### src/rtl/canny_pkg.sv
// Shared types and sizing helpers for the Canny frame-level control path.
package canny_pkg;

    typedef enum logic [1:0] {
        IDLE  = 2'd0,
        RUN   = 2'd1,
        FLUSH = 2'd2
    } ctrl_state_t;

    localparam int unsigned DEF_IMG_W  = 640;
    localparam int unsigned DEF_IMG_H  = 480;
    localparam int unsigned DEF_ADDR_W = 11;

    // Pipeline latency in beats: whole buffered lines plus the extra pixel taps.
    function automatic int unsigned lat_of(input int unsigned img_w,
                                           input int unsigned lat_rows,
                                           input int unsigned lat_cols);
        return lat_rows * img_w + lat_cols;
    endfunction

endpackage

### src/rtl/pos_counter.sv
// Column/row position counter; advances on en_i, wrap_o flags the last column of a line.
module pos_counter #(
    parameter int unsigned NCOL  = 8,
    parameter int unsigned COL_W = 3,
    parameter int unsigned ROW_W = 3
) (
    input  logic             clk,
    input  logic             rst_n,
    input  logic             en_i,
    input  logic             clr_i,
    output logic [COL_W-1:0] col_o,
    output logic [ROW_W-1:0] row_o,
    output logic             wrap_o
);
    localparam logic [COL_W-1:0] COL_LAST = COL_W'(NCOL - 1);

    logic [COL_W-1:0] col_q, col_d;
    logic [ROW_W-1:0] row_q, row_d;

    assign wrap_o = en_i & (col_q == COL_LAST);
    assign col_o  = col_q;
    assign row_o  = row_q;

    always_comb begin
        col_d = col_q;
        row_d = row_q;
        if (clr_i) begin
            col_d = '0;
            row_d = '0;
        end else if (en_i) begin
            if (col_q == COL_LAST) begin
                col_d = '0;
                row_d = row_q + ROW_W'(1);
            end else begin
                col_d = col_q + COL_W'(1);
            end
        end
    end

    always_ff @(posedge clk or negedge rst_n) begin
        if (!rst_n) begin
            col_q <= '0;
            row_q <= '0;
        end else begin
            col_q <= col_d;
            row_q <= row_d;
        end
    end

endmodule

### src/rtl/canny_frame_ctrl.sv
// Frame sequencer for the Canny pipeline: input handshake, line-buffer addressing,
// drain padding after the last pixel and latency-aligned output framing.
module canny_frame_ctrl
    import canny_pkg::*;
#(
    parameter int unsigned IMG_W    = DEF_IMG_W,
    parameter int unsigned IMG_H    = DEF_IMG_H,
    parameter int unsigned ADDR_W   = DEF_ADDR_W,
    parameter int unsigned NLB      = 4,
    parameter int unsigned LAT_ROWS = 2,
    parameter int unsigned LAT_COLS = 3
) (
    input  logic                   clk,
    input  logic                   rst_n,
    input  logic                   in_valid,
    input  logic                   in_last,
    input  logic                   out_ready,
    output logic                   in_ready,
    output logic                   pipe_en,
    output logic                   pad,
    output logic [ADDR_W-1:0]      lb_addr,
    output logic [$clog2(NLB)-1:0] lb_wsel,
    output logic                   out_valid,
    output logic                   out_last,
    output logic                   frame_done,
    output logic                   frame_err,
    output logic                   busy
);
    localparam int unsigned LAT     = lat_of(IMG_W, LAT_ROWS, LAT_COLS);
    localparam int unsigned ROW_W   = $clog2(IMG_H + LAT_ROWS + 1);
    localparam int unsigned BEAT_W  = $clog2(IMG_W * IMG_H + LAT + 1);
    localparam int unsigned FLUSH_W = $clog2(LAT + 1);
    localparam int unsigned WSEL_W  = $clog2(NLB);

    localparam logic [ADDR_W-1:0]  COL_LAST   = ADDR_W'(IMG_W - 1);
    localparam logic [ROW_W-1:0]   ROW_LAST   = ROW_W'(IMG_H - 1);
    localparam logic [BEAT_W-1:0]  BEAT_LAT   = BEAT_W'(LAT);
    localparam logic [FLUSH_W-1:0] FLUSH_LAST = FLUSH_W'(LAT - 1);
    localparam logic [WSEL_W-1:0]  WSEL_LAST  = WSEL_W'(NLB - 1);

    ctrl_state_t        state_q, state_d;
    logic [BEAT_W-1:0]  beat_cnt_q, beat_cnt_d;
    logic [FLUSH_W-1:0] flush_cnt_q, flush_cnt_d;
    logic [WSEL_W-1:0]  wsel_q, wsel_d;
    logic               frame_err_q, frame_err_d;
    logic               frame_done_q;

    logic [ADDR_W-1:0]  col;
    logic [ROW_W-1:0]   row;
    logic               col_wrap;
    logic               at_final;
    logic               flush_last;
    logic               err_set;

    pos_counter #(
        .NCOL  (IMG_W),
        .COL_W (ADDR_W),
        .ROW_W (ROW_W)
    ) u_pos (
        .clk    (clk),
        .rst_n  (rst_n),
        .en_i   (pipe_en),
        .clr_i  (flush_last),
        .col_o  (col),
        .row_o  (row),
        .wrap_o (col_wrap)
    );

    assign at_final = (row == ROW_LAST) && (col == COL_LAST);

    // Early and missing in_last both end the input phase; only the error flag differs.
    always_comb begin
        state_d    = state_q;
        in_ready   = 1'b0;
        pipe_en    = 1'b0;
        pad        = 1'b0;
        flush_last = 1'b0;
        err_set    = 1'b0;
        case (state_q)
            IDLE: begin
                if (in_valid) state_d = RUN;
            end
            RUN: begin
                in_ready = out_ready;
                pipe_en  = in_valid & out_ready;
                if (pipe_en && (in_last || at_final)) begin
                    state_d = FLUSH;
                    err_set = in_last ^ at_final;
                end
            end
            FLUSH: begin
                pad     = 1'b1;
                pipe_en = out_ready;
                if (pipe_en && (flush_cnt_q == FLUSH_LAST)) begin
                    flush_last = 1'b1;
                    state_d    = IDLE;
                end
            end
            default: state_d = IDLE;
        endcase
    end

    assign out_valid = pipe_en & (beat_cnt_q >= BEAT_LAT);
    assign out_last  = out_valid & flush_last;

    always_comb begin
        beat_cnt_d  = beat_cnt_q;
        flush_cnt_d = flush_cnt_q;
        wsel_d      = wsel_q;
        frame_err_d = frame_err_q;
        if (flush_last) begin
            beat_cnt_d  = '0;
            flush_cnt_d = '0;
        end else if (pipe_en) begin
            beat_cnt_d = beat_cnt_q + BEAT_W'(1);
            if (state_q == FLUSH) flush_cnt_d = flush_cnt_q + FLUSH_W'(1);
        end
        // Rotation survives across frames; the datapath only uses relative line offsets.
        if (col_wrap) wsel_d = (wsel_q == WSEL_LAST) ? '0 : wsel_q + WSEL_W'(1);
        if (state_q == IDLE && in_valid) frame_err_d = 1'b0;
        else if (err_set)                frame_err_d = 1'b1;
    end

    always_ff @(posedge clk or negedge rst_n) begin
        if (!rst_n) begin
            state_q      <= IDLE;
            beat_cnt_q   <= '0;
            flush_cnt_q  <= '0;
            wsel_q       <= '0;
            frame_err_q  <= 1'b0;
            frame_done_q <= 1'b0;
        end else begin
            state_q      <= state_d;
            beat_cnt_q   <= beat_cnt_d;
            flush_cnt_q  <= flush_cnt_d;
            wsel_q       <= wsel_d;
            frame_err_q  <= frame_err_d;
            frame_done_q <= flush_last;
        end
    end

    assign lb_addr    = col;
    assign lb_wsel    = wsel_q;
    assign frame_err  = frame_err_q;
    assign frame_done = frame_done_q;
    assign busy       = (state_q != IDLE);

endmodule

### config.mk
export PLATFORM = sky130hd
export DESIGN_NAME = canny_frame_ctrl
export DESIGN_NICKNAME = d
export VERILOG_FILES = /design/src/rtl/canny_pkg.sv /design/src/rtl/pos_counter.sv /design/src/rtl/canny_frame_ctrl.sv
export SDC_FILE = /design/constraint.sdc
export NUM_CORES = 1
export LEC_CHECK = 0
export ABC_AREA = 1
export CORE_UTILIZATION = 50
export DETAILED_ROUTE_END_ITERATION = 16
export PLACE_DENSITY = 0.72
export SLEW_MARGIN = 10
export SYNTH_ARGS = -nofsm -noshare
export SYNTH_HDL_FRONTEND = slang
export SYNTH_SLANG_ARGS = --single-unit
### constraint.sdc
create_clock -name clk -period 2.79 [get_ports clk]
set_input_delay 0.279 -clock clk [delete_from_list [all_inputs] [get_ports clk]]
set_output_delay 0.279 -clock clk [all_outputs]
set_load 0.1 [all_outputs]
==> Word level (Yosys, flattened, before mapping) <==
Index checks and enable logic that the tools add are counted.
Widths: inputs -> output; s select.
{ "totals": {"word_cells": 67, "reg_bits": 56, "output_inout_bits": 21, "input_bits": 5} }
{ "classes": {"n_eq_ne": 9, "muxes": 25, "bitwise": 5, "reduce_logical": 14, "add_sub_neg": 5, "order_cmp": 1} }
{ "ops": {"columns": ["op", "n"], "rows": [
  ["$mux 11", 6],
  ["$mux 19", 2],
  ["$mux 9", 3],
  ["$add 11x1->11 const B", 2],
  ["$add 19x1->19 const B", 1],
  ["$ge 19x11->1 const B", 1],
  ["$eq 11x10->1 const B", 1],
  ["$eq 11x11->1 const B", 1],
  ["$reduce_bool 2->1", 5],
  ["$add 9x1->9 const B", 1],
  ["$eq 9x9->1 const B", 1],
  ["$mux 1", 8],
  ["$mux 2", 4],
  ["$ne 2x2->1 const B", 3],
  ["$pmux 2 s3", 1],
  ["$and 1x1->1", 4],
  ["$eq 2x2->1 const B", 2],
  ["$logic_and 1x1->1", 4],
  ["$reduce_and 2->1", 2],
  ["$reduce_and 3->1", 1],
  ["$add 2x1->2 const B", 1],
  ["$eq 2x1->1 const B", 1],
  ["$logic_not 2->1", 1],
  ["$pmux 1 s2", 1],
  ["2 further kinds", 2]
]} }

==> Depth between registers and ports, before layout <==
{ "depth": {"ltp_word": 8, "mapped_depth": 13, "ltp_nobuf": 13} }

==> Hierarchy <==
From an unflattened synthesis, not the netlist that was laid out.
{ "unflattened": {"cells_unflattened": 513, "hier_area_um2": 3684.8} }
{ "by_module_without_submodules": {"columns": ["mod", "seq_area_each_um2", "cells_each", "area_each_um2", "instances"], "rows": [
  ["canny_frame_ctrl", 900.9, 337, 2399.8, 1],
  ["pos_counter", 500.5, 176, 1285.0, 1]
]} }

==> Worst setup path after synthesis <==
OpenSTA, ideal clock, no wires.
{ "synth_timing": {"path_type": "register to output", "from": "register state_q[0]", "to": "output out_last", "path_slack_ps": -1286, "path_buffers": 1, "arrival_ps": 3797, "t_required_ps": 2511, "stages_incl_launch_ff": 10, "path_cell_list": "dfrtp_1 > inv_1 > ha_1 > nand2_1 > nand2_1 > nand2_4 > clkinv_1 > buf_2 > nand2_1 > nor2_1"} }
{ "synth_via": {"elab_chain_len": 4, "word_cells_on_any_way": 6, "classes_between": "2 x eq/ne; 2 x mux; 2 x bitwise"} }
{ "synth_lines": {"columns": ["element", "line", "source"], "rows": [
  ["from (decl)", "canny_frame_ctrl.sv:41", "ctrl_state_t state_q, state_d;"],
  ["from (signal assigned)", "canny_frame_ctrl.sv:133", "state_q <= state_d;"],
  ["$eq 2x2->1 / $eq 2x1->1 (equally long branches)", "canny_frame_ctrl.sv:79", "case (state_q)"],
  ["$pmux 1 s2 *", "canny_frame_ctrl.sv:79", null],
  ["named net pipe_en", "canny_frame_ctrl.sv:19", "output logic pipe_en,"],
  ["$and 1x1->1 *", "canny_frame_ctrl.sv:103", "assign out_valid = pipe_en & (beat_cnt_q >= BEAT_LAT);"],
  ["$and 1x1->1 *", "canny_frame_ctrl.sv:104", "assign out_last = out_valid & flush_last;"],
  ["to (decl)", "canny_frame_ctrl.sv:24", "output logic out_last,"]
]} }
The timed path passes the listed nets; every way through them passes the cells marked *.

==> Worst setup path in the final report <==
{ "layout_timing": {"from": "register state_q[1]", "to": "output out_valid"} }
{ "layout_via": {"elab_chain_len": 3, "word_cells_on_any_way": 4, "classes_between": "2 x eq/ne; 1 x mux; 1 x bitwise"} }
{ "layout_lines": {"columns": ["element", "line", "source"], "rows": [
  ["$eq 2x2->1 / $eq 2x1->1 (equally long branches)", "canny_frame_ctrl.sv:79", null],
  ["$pmux 1 s2 *", "canny_frame_ctrl.sv:79", null],
  ["$and 1x1->1 *", "canny_frame_ctrl.sv:103", null],
  ["to (decl)", "canny_frame_ctrl.sv:23", "output logic out_valid,"]
]} }
Every way passes the cells marked *; elsewhere a longest branch is shown, timed or not.

==> impl_results.md <==
- Outcome: finished, final reports clean
- Most used cell along the critical path: nand2_1
- Area grow syn2layout: 12.1%
- Initial antenna violation count: 0
- Die footprint: a little under 8000 µm²
- Post-DP HPWL: about 6100 µm
- Crit path arrival time: between 2000 and 2500 ps
- Sw frac: ~49%
- Die Span X: 87.9 µm
- Via/cell ratio: ~5.2
- Post_cts resized: 0
- IO Port Bufs: 25
- Number of synthesized register bits: 56
- Final setup viols: 0
- Grt ovf: 0
- Power per cell area: roughly 670 nW/µm²
- Synth top area cells: dfrtp_1 (38%), nand2_1 (15%), nor2_1 (7.6%)
- P_leak: 2.05 nW
- Core area: 6940 µm²
- Max_slew headroom: 36.3%
- Seq/Total Area, Yosys: a little under two fifths
- WP buf/inv: 4
- H-tree Lvls: 2
- # DRC: 0
- GRT Util Overall: 23.6%
- Die height: a little under 90 µm
- Worst-path cell chain: inv_1, ha_1, nand3_1, nand2_1, nand2_4, clkinv_1, nand2_1, clkinvlp_4, buf_12
- Skew final: 6.28 ps
- Crit. End Element: output port
- Crit-path slowest cell: dfrtp_1
- WP data required: roughly 2500 ps
- Netlist cell types: 32
- Vias in the first global route: between 3,000 and 4,000
- Pre-CTS WS: between 400 and 500 ps
- CTS tree: built
- Initial core utilization: a little over half
- CP Max Fanout: 16
- Top cell type's share of synthesized area: about 38%
- Crit path max-delay family: simple AND/OR/NAND/NOR gates
- Levels on crit path: 9
- Tcrit/Tclk final: about 89%
- Number of cell rows: 30
- Power share of the combinational group: between 40% and 50%
- Largest net degree at the start of global routing: 43
- Maximum buffer depth of the clock tree: 2
- Startpoint Class: flop
- ANT cells: 0
- Setup bufs post-CTS: 0
- Crit path time final: roughly 2500 ps
- Fmax: between 0.4 and 0.5 GHz
- Flip-flop and latch area: between 1000 and 1500 µm²
- Yosys top cell by area: dfrtp_1
- Clock latency on the worst-skew pair: about 320 ps
- # fillers: between 600 and 700
- Syn Nets: between 500 and 600
- Avg Inst Size Synth: roughly 7 µm²
- Final Max Slew Viols: 0
- Net Sw Power: between 1 and 1.5 mW
- Post-Place Cells: 647
- Remaining antenna violation count: 0
- WS Path Type: reg -> out
- Total Nets Final: about 580
- P_int: ~1.4 mW
- CTS Hold Bufs: 0
- Final hold violations: 0
- Drt first pass iters: 5
- I/O pins: 26
- Slowest cell delay on critical path: approximately 460 ps
- Syn. warnings: 0
- Post-Syn Area: around 3700 µm²
- Reg power frac: between 30% and 40%
- Drt total wl: around 8200 µm
- Clk sink count: 56
- Detailed-route via count: 3,387
- Post-route setup TNS: 0 ps
- Hold slack: a little over 100 ps
- Worst-Margin Slew: between 900 and 1000 ps
- Total CTS buffers: 5
- Clock Power Share: between 15 and 20%
- Gate Count Post-Synth: 530
- Final Wtd Congestion: around 0.86
- Drt wl/cell: 12.5 µm
- Multi-input gate area: roughly 2000 µm²
- VDD IR-drop max: roughly 0.67 mV
- Worst min-delay path class: in -> async
- Root buffer cell: clkbuf_8
- Starting DRT DRC Count: a little under 200
- Non-filler cells in the finished layout: about 660
- R2r worst-path depth: 12
- First-pass GRT wire length: ~14,000 µm
- RSZ-0062 raised after global routing: no
- Max-cap violations: 0
- Worst setup margin: roughly 310 ps
- Worst-path clk slew: 110 ps
- Total power: between 2 and 3 mW
- Layout cells sized above 1: a little over a tenth
[cells by family after synthesis]
family / Yosys count / synth area share [%]
simple gates: 308 / 36.6
buf+inv: 82 / 8.92
compound gates: 59 / 9.33
flops: 56 / 38.0
xor+xnor: 12 / 2.85
fa+ha+maj: 12 / 4.07
mux: 1 / 0.271
[per-stage QoR]
stage,utilization (%),instance area [µm²]
finish,59.6,4140
global route,59.6,4140
CTS,59.6,4140
detailed placement,58.3,4050
global placement,58.3,4050
floorplan,-,3720
[final timing paths]
| kind | start | to | slack, ps |
|---|---|---|---|
| max in group asynchronous | rst_n | u_pos.row_o[0] | 2010 |
| max reg2reg | u_pos.row_o[0] | state_q[0] | 470 |
| min | rst_n | beat_cnt_q[9] | 100 |
| min in group clk | lb_wsel[1] | lb_wsel[1] | 530 |
| min reg2reg | lb_wsel[1] | lb_wsel[1] | 530 |
| max | state_q[1] | out_valid | 310 |
[layer usage]
metal / routed length [µm] / track usage (%) / vias to the layer above / share of wire, %
li1: - / - / 1751 / -
met1: 4000 / 32.1 / 1576 / 49
met2: 3840 / 40.4 / 52 / 47
met3: 266 / 2.92 / 8 / 3.3
met4: 74 / 4.92 / 0 / 0.91
met5: 0 / 0 / - / 0
[cells in the mapped netlist (all sizes together)]
| cell type | count |
|---|---|
| buf | 7 |
| xnor2 | 1 |
| a2bb2oi | 1 |
| ha | 12 |
| dfrtp | 56 |
| xor2 | 11 |
| mux2i | 1 |
| or2 | 2 |
| o211ai | 3 |
| nor4 | 1 |
| o21ai | 43 |
| clkinv | 1 |
| nand3b | 1 |
| o21bai | 3 |
| nor3b | 1 |
| a21oi | 9 |
| nor2 | 79 |
| nand4 | 17 |
| inv | 72 |
| clkbuf | 2 |
| nand2 | 150 |
| nor3 | 7 |
| nand3 | 50 |
[cells in the final DEF, fill, tap and decap left out, types with 2 or more instances in the layout]
| cell | Yosys | routed |
|---|---|---|
| o21ai_2 | 8 | 8 |
| nor2_4 | 2 | 3 |
| a21oi_1 | 9 | 9 |
| o21ai_0 | 33 | 33 |
| inv_2 | 2 | 2 |
| nand2_1 | 147 | 147 |
| inv_1 | 70 | 69 |
| nand4_1 | 17 | 17 |
| or2_2 | 2 | 2 |
| xor2_1 | 11 | 11 |
| buf_4 | 0 | 23 |
| o21ai_1 | 2 | 2 |
| dfrtp_1 | 56 | 56 |
| clkbuf_8 | 0 | 5 |
| o21bai_1 | 3 | 3 |
| nor2_1 | 75 | 74 |
| nor3_1 | 6 | 6 |
| buf_12 | 0 | 3 |
| nand2_4 | 3 | 3 |
| ha_1 | 12 | 11 |
| o211ai_1 | 3 | 3 |
| nor2_2 | 2 | 2 |
| clkdlybuf4s50_1 | 0 | 3 |
| nand3_1 | 49 | 49 |
[state kept, by name (all words and copies together) (netlist names)]
name         flops
u_pos.row_o      9
beat_cnt_q      19
frame_err        1
frame_done       1
flush_cnt_q     11
lb_wsel          2
u_pos.col_o     11
state_q          2
[layout make-up]
cell class                      instances  area share (%)
Multi-Input combinational cell        392            47.8
Inverter                               73            6.71
Clock buffer                            5            1.66
Timing Repair Buffer                   30            6.47
Tap cell                               96            2.90
Clock inverter                          3           0.544
Sequential cell                        56            33.9
[power by group through the flow]
stage / sequential, mW / combinational [mW] / clock (mW)
2_1_floorplan: 1.34 / 0.697 / 0
3_3_place_gp: 1.08 / 1.22 / 0
3_5_place_dp: 1.09 / 1.24 / 0
4_1_cts: 1.07 / 1.25 / 0.481
5_1_grt: 1.10 / 1.35 / 0.505
6_report: 1.08 / 1.24 / 0.468
No activity file was read; power rests on OpenSTA's default activity.
